## src/rtl/fft8_input_framer_if.sv

```systemverilog
// Handshake and frame bus between a sample producer/frame consumer and the FFT input framer.
// The master side drives samples and takes frames; the slave side is the framer.
interface fft8_input_framer_if #(
  parameter int DATA_W = 32
);
  logic              s_valid;
  logic              s_ready;
  logic [DATA_W-1:0] s_real;
  logic [DATA_W-1:0] s_imag;
  logic              s_last;
  logic              frame_valid;
  logic              frame_ready;
  logic [DATA_W-1:0] a_real0, a_real1, a_real2, a_real3;
  logic [DATA_W-1:0] a_real4, a_real5, a_real6, a_real7;
  logic [DATA_W-1:0] a_imag0, a_imag1, a_imag2, a_imag3;
  logic [DATA_W-1:0] a_imag4, a_imag5, a_imag6, a_imag7;
  logic              last_err;
  logic              clr_err;

  modport master (
    output s_valid, s_real, s_imag, s_last, frame_ready, clr_err,
    input  s_ready, frame_valid, last_err,
    input  a_real0, a_real1, a_real2, a_real3, a_real4, a_real5, a_real6, a_real7,
    input  a_imag0, a_imag1, a_imag2, a_imag3, a_imag4, a_imag5, a_imag6, a_imag7
  );

  modport slave (
    input  s_valid, s_real, s_imag, s_last, frame_ready, clr_err,
    output s_ready, frame_valid, last_err,
    output a_real0, a_real1, a_real2, a_real3, a_real4, a_real5, a_real6, a_real7,
    output a_imag0, a_imag1, a_imag2, a_imag3, a_imag4, a_imag5, a_imag6, a_imag7
  );
endinterface

```

## src/rtl/fft8_input_framer.sv

```systemverilog
// Ping-pong framer: gathers 8 serial complex samples per bank and presents each
// finished frame in parallel to the 8-point FFT core while the other bank fills.
module fft8_input_framer #(
  parameter int DATA_W = 32
) (
  input  logic               clk,
  input  logic               rst_n,
  fft8_input_framer_if.slave bus
);

  logic [DATA_W-1:0] r_bankRe [2][8];
  logic [DATA_W-1:0] r_bankIm [2][8];
  logic              r_wrSel;
  logic              r_rdSel;
  logic [2:0]        r_wrCnt;
  logic [1:0]        r_full;
  logic              r_lastErr;

  logic       w_accept;
  logic       w_take;
  logic       w_frameEnd;
  logic       w_lastBad;
  logic [1:0] w_setMask;
  logic [1:0] w_clrMask;

  assign bus.s_ready     = !r_full[r_wrSel];
  assign bus.frame_valid = r_full[r_rdSel];
  assign bus.last_err    = r_lastErr;

  assign w_accept   = bus.s_valid & !r_full[r_wrSel];
  assign w_take     = r_full[r_rdSel] & bus.frame_ready;
  assign w_frameEnd = (r_wrCnt == 3'd7);
  assign w_lastBad  = bus.s_last ^ w_frameEnd;

  // Accept only ever targets an empty bank and take only a full one, so the
  // set and clear masks never hit the same bit and may land in the same edge.
  assign w_setMask = (w_accept && w_frameEnd) ? (2'b01 << r_wrSel) : 2'b00;
  assign w_clrMask = w_take ? (2'b01 << r_rdSel) : 2'b00;

  // Sample storage carries no reset; the full flags alone say what is valid.
  always_ff @(posedge clk) begin
    if (w_accept) begin
      r_bankRe[r_wrSel][r_wrCnt] <= bus.s_real;
      r_bankIm[r_wrSel][r_wrCnt] <= bus.s_imag;
    end
  end

  always_ff @(posedge clk or negedge rst_n) begin
    if (!rst_n) begin
      r_wrSel   <= 1'b0;
      r_rdSel   <= 1'b0;
      r_wrCnt   <= 3'd0;
      r_full    <= 2'b00;
      r_lastErr <= 1'b0;
    end else begin
      if (w_accept) begin
        r_wrCnt <= r_wrCnt + 3'd1;
        if (w_frameEnd) begin
          r_wrSel <= !r_wrSel;
        end
      end
      if (w_take) begin
        r_rdSel <= !r_rdSel;
      end
      r_full <= (r_full | w_setMask) & ~w_clrMask;
      // A fresh framing error outranks a simultaneous clear.
      if (w_accept && w_lastBad) begin
        r_lastErr <= 1'b1;
      end else if (bus.clr_err) begin
        r_lastErr <= 1'b0;
      end
    end
  end

  assign bus.a_real0 = r_bankRe[r_rdSel][0];
  assign bus.a_real1 = r_bankRe[r_rdSel][1];
  assign bus.a_real2 = r_bankRe[r_rdSel][2];
  assign bus.a_real3 = r_bankRe[r_rdSel][3];
  assign bus.a_real4 = r_bankRe[r_rdSel][4];
  assign bus.a_real5 = r_bankRe[r_rdSel][5];
  assign bus.a_real6 = r_bankRe[r_rdSel][6];
  assign bus.a_real7 = r_bankRe[r_rdSel][7];
  assign bus.a_imag0 = r_bankIm[r_rdSel][0];
  assign bus.a_imag1 = r_bankIm[r_rdSel][1];
  assign bus.a_imag2 = r_bankIm[r_rdSel][2];
  assign bus.a_imag3 = r_bankIm[r_rdSel][3];
  assign bus.a_imag4 = r_bankIm[r_rdSel][4];
  assign bus.a_imag5 = r_bankIm[r_rdSel][5];
  assign bus.a_imag6 = r_bankIm[r_rdSel][6];
  assign bus.a_imag7 = r_bankIm[r_rdSel][7];

endmodule

```

## src/flat_wrapper.sv

```systemverilog
// flat-port wrapper written by rule: the top's interface ports become plain ports
module fft8_input_framer_flat 
#(
  parameter int DATA_W = 32
)
  (clk, rst_n, bus_s_valid, bus_s_real, bus_s_imag, bus_s_last, bus_frame_ready, bus_clr_err, bus_s_ready, bus_frame_valid, bus_last_err, bus_a_real0, bus_a_real1, bus_a_real2, bus_a_real3, bus_a_real4, bus_a_real5, bus_a_real6, bus_a_real7, bus_a_imag0, bus_a_imag1, bus_a_imag2, bus_a_imag3, bus_a_imag4, bus_a_imag5, bus_a_imag6, bus_a_imag7);
  fft8_input_framer_if #(.DATA_W(DATA_W)) bus_i ();
  input  logic clk;
  input  logic rst_n;
  input wire logic [$bits(bus_i.s_valid)-1:0] bus_s_valid;
  input wire logic [$bits(bus_i.s_real)-1:0] bus_s_real;
  input wire logic [$bits(bus_i.s_imag)-1:0] bus_s_imag;
  input wire logic [$bits(bus_i.s_last)-1:0] bus_s_last;
  input wire logic [$bits(bus_i.frame_ready)-1:0] bus_frame_ready;
  input wire logic [$bits(bus_i.clr_err)-1:0] bus_clr_err;
  output wire logic [$bits(bus_i.s_ready)-1:0] bus_s_ready;
  output wire logic [$bits(bus_i.frame_valid)-1:0] bus_frame_valid;
  output wire logic [$bits(bus_i.last_err)-1:0] bus_last_err;
  output wire logic [$bits(bus_i.a_real0)-1:0] bus_a_real0;
  output wire logic [$bits(bus_i.a_real1)-1:0] bus_a_real1;
  output wire logic [$bits(bus_i.a_real2)-1:0] bus_a_real2;
  output wire logic [$bits(bus_i.a_real3)-1:0] bus_a_real3;
  output wire logic [$bits(bus_i.a_real4)-1:0] bus_a_real4;
  output wire logic [$bits(bus_i.a_real5)-1:0] bus_a_real5;
  output wire logic [$bits(bus_i.a_real6)-1:0] bus_a_real6;
  output wire logic [$bits(bus_i.a_real7)-1:0] bus_a_real7;
  output wire logic [$bits(bus_i.a_imag0)-1:0] bus_a_imag0;
  output wire logic [$bits(bus_i.a_imag1)-1:0] bus_a_imag1;
  output wire logic [$bits(bus_i.a_imag2)-1:0] bus_a_imag2;
  output wire logic [$bits(bus_i.a_imag3)-1:0] bus_a_imag3;
  output wire logic [$bits(bus_i.a_imag4)-1:0] bus_a_imag4;
  output wire logic [$bits(bus_i.a_imag5)-1:0] bus_a_imag5;
  output wire logic [$bits(bus_i.a_imag6)-1:0] bus_a_imag6;
  output wire logic [$bits(bus_i.a_imag7)-1:0] bus_a_imag7;
  assign bus_i.s_valid = bus_s_valid;
  assign bus_i.s_real = bus_s_real;
  assign bus_i.s_imag = bus_s_imag;
  assign bus_i.s_last = bus_s_last;
  assign bus_i.frame_ready = bus_frame_ready;
  assign bus_i.clr_err = bus_clr_err;
  assign bus_s_ready = bus_i.s_ready;
  assign bus_frame_valid = bus_i.frame_valid;
  assign bus_last_err = bus_i.last_err;
  assign bus_a_real0 = bus_i.a_real0;
  assign bus_a_real1 = bus_i.a_real1;
  assign bus_a_real2 = bus_i.a_real2;
  assign bus_a_real3 = bus_i.a_real3;
  assign bus_a_real4 = bus_i.a_real4;
  assign bus_a_real5 = bus_i.a_real5;
  assign bus_a_real6 = bus_i.a_real6;
  assign bus_a_real7 = bus_i.a_real7;
  assign bus_a_imag0 = bus_i.a_imag0;
  assign bus_a_imag1 = bus_i.a_imag1;
  assign bus_a_imag2 = bus_i.a_imag2;
  assign bus_a_imag3 = bus_i.a_imag3;
  assign bus_a_imag4 = bus_i.a_imag4;
  assign bus_a_imag5 = bus_i.a_imag5;
  assign bus_a_imag6 = bus_i.a_imag6;
  assign bus_a_imag7 = bus_i.a_imag7;
  fft8_input_framer #(.DATA_W(DATA_W)) u_core (.clk(clk), .rst_n(rst_n), .bus(bus_i));
endmodule
```

## config.mk

```make
export PLATFORM = sky130hd
export DESIGN_NAME = fft8_input_framer_flat
export DESIGN_NICKNAME = d
export VERILOG_FILES = /design/src/rtl/fft8_input_framer_if.sv /design/src/rtl/fft8_input_framer.sv /design/src/flat_wrapper.sv
export SDC_FILE = /design/constraint.sdc
export NUM_CORES = 1
export LEC_CHECK = 0
export CAP_MARGIN = 20
export CORE_UTILIZATION = 53
export DETAILED_ROUTE_END_ITERATION = 8
export GPL_TIMING_DRIVEN = 0
export PLACE_DENSITY_LB_ADDON = 0.08
export SLEW_MARGIN = 10
export SYNTH_ARGS = -nofsm -noshare
export SYNTH_HDL_FRONTEND = slang
export SYNTH_SLANG_ARGS = --single-unit
```

## constraint.sdc

```tcl
create_clock -name clk -period 6.91 [get_ports clk]
set_clock_uncertainty 0.1 [all_clocks]
set_input_delay 1.382 -clock clk [delete_from_list [all_inputs] [get_ports clk]]
set_output_delay 1.382 -clock clk [all_outputs]
set_load 0.01 [all_outputs]
```

==> impl_metrics.tcl, run 1 <==
set metrics [dict create \
    synth_cell_types 27 \
    synth_top_cell_by_area "edfxtp_1" \
    rsz0062_at_grt "false" \
    grt_pass1_vias 19200 \
    numPortBuffers 584 \
    crit_type "reg -> out" \
    post_cts_buffers 0 \
    h-tree-depth 3 \
    gp_congestion 0.793 \
    powerDensity_nw_per_um2 383 \
    grt_max_degree 23 \
    n_fill_cell 4327 \
    cts_tree "yes" \
    cp_max_fo 10 \
    setup_violations 0 \
    dr.pass1.iters 5 \
    reg2reg_slack_ns 3.77 \
    final_cell_count_no_fill 3421 \
    drt_iter0_markers 1240 \
    die_h_um 268 \
    antenna_found_initial 5 \
    synth-edff-count 1024 \
    syn-instance-count 1648 \
    fin_crit_sh_pct 63.0 \
    maxCapViolCount 0 \
    fin_area_um2 49000 \
    core_area_um2 69200 \
    drive_gt1_share_pct 32.2 \
    dr_total_vias 18700 \
    total_power_mw 18.8 \
    antenna_left 0 \
    synth_seq_cells 1032 \
    vdd_drop_max_uv 280 \
    grt_overflow 0 \
    ys_top_cells_by_area "edfxtp_1 82%, mux2_2 15%, dfrtp_1 0.54%" \
    critPathArrivalTime_ns 2.87 \
    tns_ns 0 \
    startpoint_type "register" \
    post-place-cells 3235 \
    async_flop_share_pct 0.775 \
    cts.sinks 1032 \
    synth_area_um2 37400 \
    grt_first_pass_wirelength_um 136000 \
    dp_hpwl_um 68400 \
    drcViolationCount 0 \
    worstSetupEndpointType "output pin" \
    synth_most_common_cell "edfxtp_1" \
    clockBufferDepth 3 \
    fmax_ghz 0.230 \
    holdBufCountCts 0 \
    whs_ns 0.452 \
    maxSlewViolCount 0 \
    reg2regPathDepth 6 \
    path_clk_slew_ns 0.06 \
    min_path_type "reg -> reg" \
    routed_via_density 5.47 \
    leakage_nw 16.2 \
    hold_violations 0 \
    layout_min_cycle_time_ns 4.35 \
    syn_nets 1720 \
    whs_path_depth 2 \
    cts_resized 0 \
    yosys_warnings 0 \
    slew_headroom_pct 35.6 \
    num_rows 96 \
    tightest_slew_ns 0.961 \
    root_buffer "clkbuf_16" \
    avgSynthCellArea_um2 22.7 \
    synth_flop_cell "edfxtp_1" \
    yosysSeqAreaShare_pct 82.8 \
    cts_inserted_buffers 102 \
    worst_ep_required_time_ns 5.43 \
    dieArea_um2 71600 \
    pin_count 585 \
    die_width_um 268 \
    start_util_pct 54.0 \
    wl_per_cell_um 28.8 \
    wirelength_um 98700 \
    outcome "finished, final reports clean" \
    synth_top_area_share_pct 82.3 \
    final_nets 2480 \
    ys_top_cells_by_count "1,024 x edfxtp_1, 513 x mux2_2, 30 x buf_2, 24 x buf_4, 16 x nor2_1" \
    syn_to_final_growth_pct 31.1 \
    place_area_um2 45700 \
    clkLatencyLatePin_ns 0.63 \
    track_usage_pct 27.4 \
]
cell usage in the layout (no fill, tap or decap), types with 3 or more instances in the layout:
master,n
nor2_4,12
clkinv_1,21
buf_12,22
clkdlybuf4s50_1,584
buf_6,17
clkbuf_8,3
buf_16,15
clkinvlp_4,3
clkinv_2,15
bufinv_16,13
edfxtp_1,1024
mux2_2,513
nand2_1,3
buf_4,43
nor3_2,4
nor2_1,4
clkbuf_16,105
clkbuf_1,24
dfrtp_1,8
buf_2,30
critical path: stages (launching register included):
cell	delay, ns
dfrtp_1	0.45
buf_2	0.33
buf_6	0.23
buf_4	0.26
mux2_2	0.37
clkdlybuf4s50_1	0.59
per-stage QoR:
stage                     utilization, %  setup slack (ns)
after detailed placement            66.0              2.54
after CTS                           70.8              2.50
after global routing                70.8              2.47
final                               70.8              2.56
after floorplan                        -             0.325
after global placement              64.1             -5.54
layer usage:
metal	track usage (%)	wire length [um]	part of all wire, %	vias up
met3	8.43	8320	8.4	147
li1	-	-	-	8130
met4	8.43	2660	2.7	8
met2	47.2	50500	51	639
met1	32.9	37200	38	9798
met5	0	49	0.050	-
final cells by class:
type | instances | area [um^2] | share of cell area (%)
Multi-Input combinational cell | 557 | 6160 | 12.6
Clock buffer | 131 | 2760 | 5.62
Clock inverter | 53 | 576 | 1.17
Inverter | 1 | 3.75 | 0.00766
Buffer | 58 | 368 | 0.751
Timing Repair Buffer | 656 | 7030 | 14.3
Tap cell | 931 | 1160 | 2.38
Sequential cell | 1032 | 30900 | 63.2
Antenna cell | 2 | 5.00 | 0.0102
sequential cells by signal, summed over array words and instances (netlist names):
name                 count
u_core.r_bankIm        512
u_core.r_wrSel           1
u_core.r_rdSel           1
u_core.bus.last_err      1
u_core.r_bankRe        512
u_core.r_full            2
u_core.r_wrCnt           3
path summary, 6_finish.rpt:
path | from | end
hold / removal | u_core.bus.last_err | u_core.bus.last_err
hold reg to reg | u_core.bus.last_err | u_core.bus.last_err
max in group asynchronous | rst_n | u_core.r_wrCnt[1]
setup reg to reg | u_core.r_wrSel | u_core.r_bankIm[0][69]
setup / recovery | u_core.r_rdSel | bus_a_real3[16]
min in group asynchronous | rst_n | u_core.r_wrSel
kinds of logic after synthesis:
group                    synth area share (%)
AO/OA/AOI/OAI                           0.104
XOR/XNOR                               0.0469
adder cells (fa/ha/maj)                0.0670
buffers and inverters                   0.994
flip-flops                               82.8
multiplexers                             15.6
AND/OR/NAND/NOR                         0.388
where the power goes:
part	total, mW	internal [mW]	switching, mW	leakage (nW)
clock network	5.50	3.28	2.22	1.62
logic	5.73	2.89	2.85	5.27
registers	7.52	7.39	0.122	9.33
Note: power is estimated with default switching activity, not from simulation.
==> run 2, diff against run 1 <==
Settings changed: CORE_UTILIZATION 53 to 48.
Clock period 6.91 ns to 4 ns, I/O delays scaled along.
==> impl_metrics.tcl, run 2 (synthesis gave the netlist of run 1 again) <==
set metrics [dict create \
    holdBufCountCts 0 \
    antenna_found_initial 5 \
    gp_congestion 0.775 \
    dieArea_um2 79000 \
    n_fill_cell 5189 \
    layout_commonest_cell "edfxtp_1" \
    cts.sinks 1032 \
    start_util_pct 48.9 \
    numPortBuffers 584 \
    grt_first_pass_wirelength_um 137000 \
    grt_pass1_vias 19300 \
    final_nets 2474 \
    routed_via_density 5.25 \
    track_usage_pct 24.7 \
    core_area_um2 76500 \
    grt_max_degree 22 \
    h-tree-depth 3 \
    hold_violations 0 \
    root_buffer "clkbuf_16" \
    num_rows 101 \
    dp_slack_ns 0.179 \
    cts_tree "yes" \
    drive_gt1_share_pct 31.7 \
    grt_overflow 0 \
    syn_to_final_growth_pct 32.1 \
    drcViolationCount 0 \
    clockBufferDepth 3 \
    cts_inserted_buffers 103 \
    wl_per_cell_um 27.9 \
    startpoint_type "register" \
    outcome "finished, final reports clean" \
    rsz0062_at_grt "false" \
    dr_total_vias 18500 \
    multi_input_area_um2 6180 \
    largest_registers "u_core.r_bankIm: 512 flops, u_core.r_bankRe: 512 flops, u_core.r_wrCnt: 3 flops" \
    pin_count 585 \
    drt_iter0_markers 1266 \
    layout_min_cycle_time_ns 3.86 \
    powerDensity_nw_per_um2 652 \
    cts_resized 0 \
    post_cts_buffers 0 \
    layout_setup_ws_ns 0.137 \
    slew_headroom_pct 39.8 \
    die_width_um 281 \
    final_cell_mix "1,024 x edfxtp_1, 584 x clkdlybuf4s50_1, 513 x mux2_2" \
    clkLatencyLatePin_ns 0.65 \
    seq_area_um2 30900 \
    tightest_slew_ns 0.900 \
    fin_crit_sh_pct 96.6 \
    worstSetupEndpointType "output pin" \
    fmax_ghz 0.259 \
    vdd_drop_max_uv 519 \
    cp_max_fo 10 \
    antenna_left 0 \
    critPathArrivalTime_ns 2.96 \
    min_path_type "in -> async" \
    wirelength_um 98400 \
    crit_type "reg -> out" \
    whs_ns 0.339 \
    path_clk_slew_ns 0.06 \
    die_h_um 281 \
    dp_hpwl_um 67900 \
    worst_ep_required_time_ns 3.10 \
    maxCapViolCount 0 \
    leakage_nw 16.3 \
    dr.pass1.iters 7 \
    setup_violations 0 \
    maxSlewViolCount 0 \
]
[run 2: per-layer routing]
metal / global-route usage (%) / part of all wire, %
met1: 30.4 / 39
met2: 41.8 / 51
met3: 7.81 / 8.3
met4: 7.50 / 2.4
met5: 0 / 0.042
[run 2: layout make-up]
| type | instances | share of cell area, % |
|---|---|---|
| timing repair buffer | 649 | 14.8 |
| clock buffer | 130 | 5.56 |
| multi-input combinational | 557 | 12.5 |
| antenna | 2 | 0.0101 |
| clock inverter | 62 | 1.03 |
| inverter | 1 | 0.00761 |
| sequential | 1032 | 62.7 |
| buffer | 58 | 0.745 |
| tap | 1030 | 2.61 |
[run 2: worst paths after layout]
path / startpoint / to / slack, ns / cells past startpoint
max in group asynchronous: rst_n / u_core.r_wrCnt[0] / 3.18 / 1
min: rst_n / u_core.bus.last_err / 0.34 / 1
min reg2reg: u_core.bus.last_err / u_core.bus.last_err / 0.44 / 2
max: u_core.r_rdSel / bus_a_real3[16] / 0.14 / 5
max reg2reg: u_core.r_wrSel / u_core.r_bankIm[0][207] / 0.83 / 6
min in group clk: u_core.bus.last_err / u_core.bus.last_err / 0.44 / 2
[run 2: worst max-delay path, stage by stage (launching register included)]
cell	delay, ns
dfrtp_1	0.44
buf_2	0.36
buf_6	0.26
buf_4	0.28
mux2_2	0.36
clkdlybuf4s50_1	0.60
[run 2: power breakdown]
group	leakage (nW)	switching [mW]	total, mW	internal (mW)
logic	5.34	4.88	9.94	5.06
registers	9.33	0.210	13.0	12.8
clock network	1.59	3.94	9.24	5.30
total	16.3	9.03	32.2	23.1
[run 2: stage by stage]
stage / power, mW / setup TNS, ns / utilization (%) / instances / cell area [um^2]
finish: 32.2 / 0 / 64.6 / 3521 / 49400
global route: 33.3 / 0 / 64.5 / 3519 / 49400
CTS: 32.5 / 0 / 64.5 / 3519 / 49400
detailed placement: 23.3 / 0 / 60.3 / 3327 / 46100
global placement: 22.9 / -3955.23 / 58.2 / 3262 / 44500
floorplan: 17.7 / -197.37 / - / 1648 / 37400
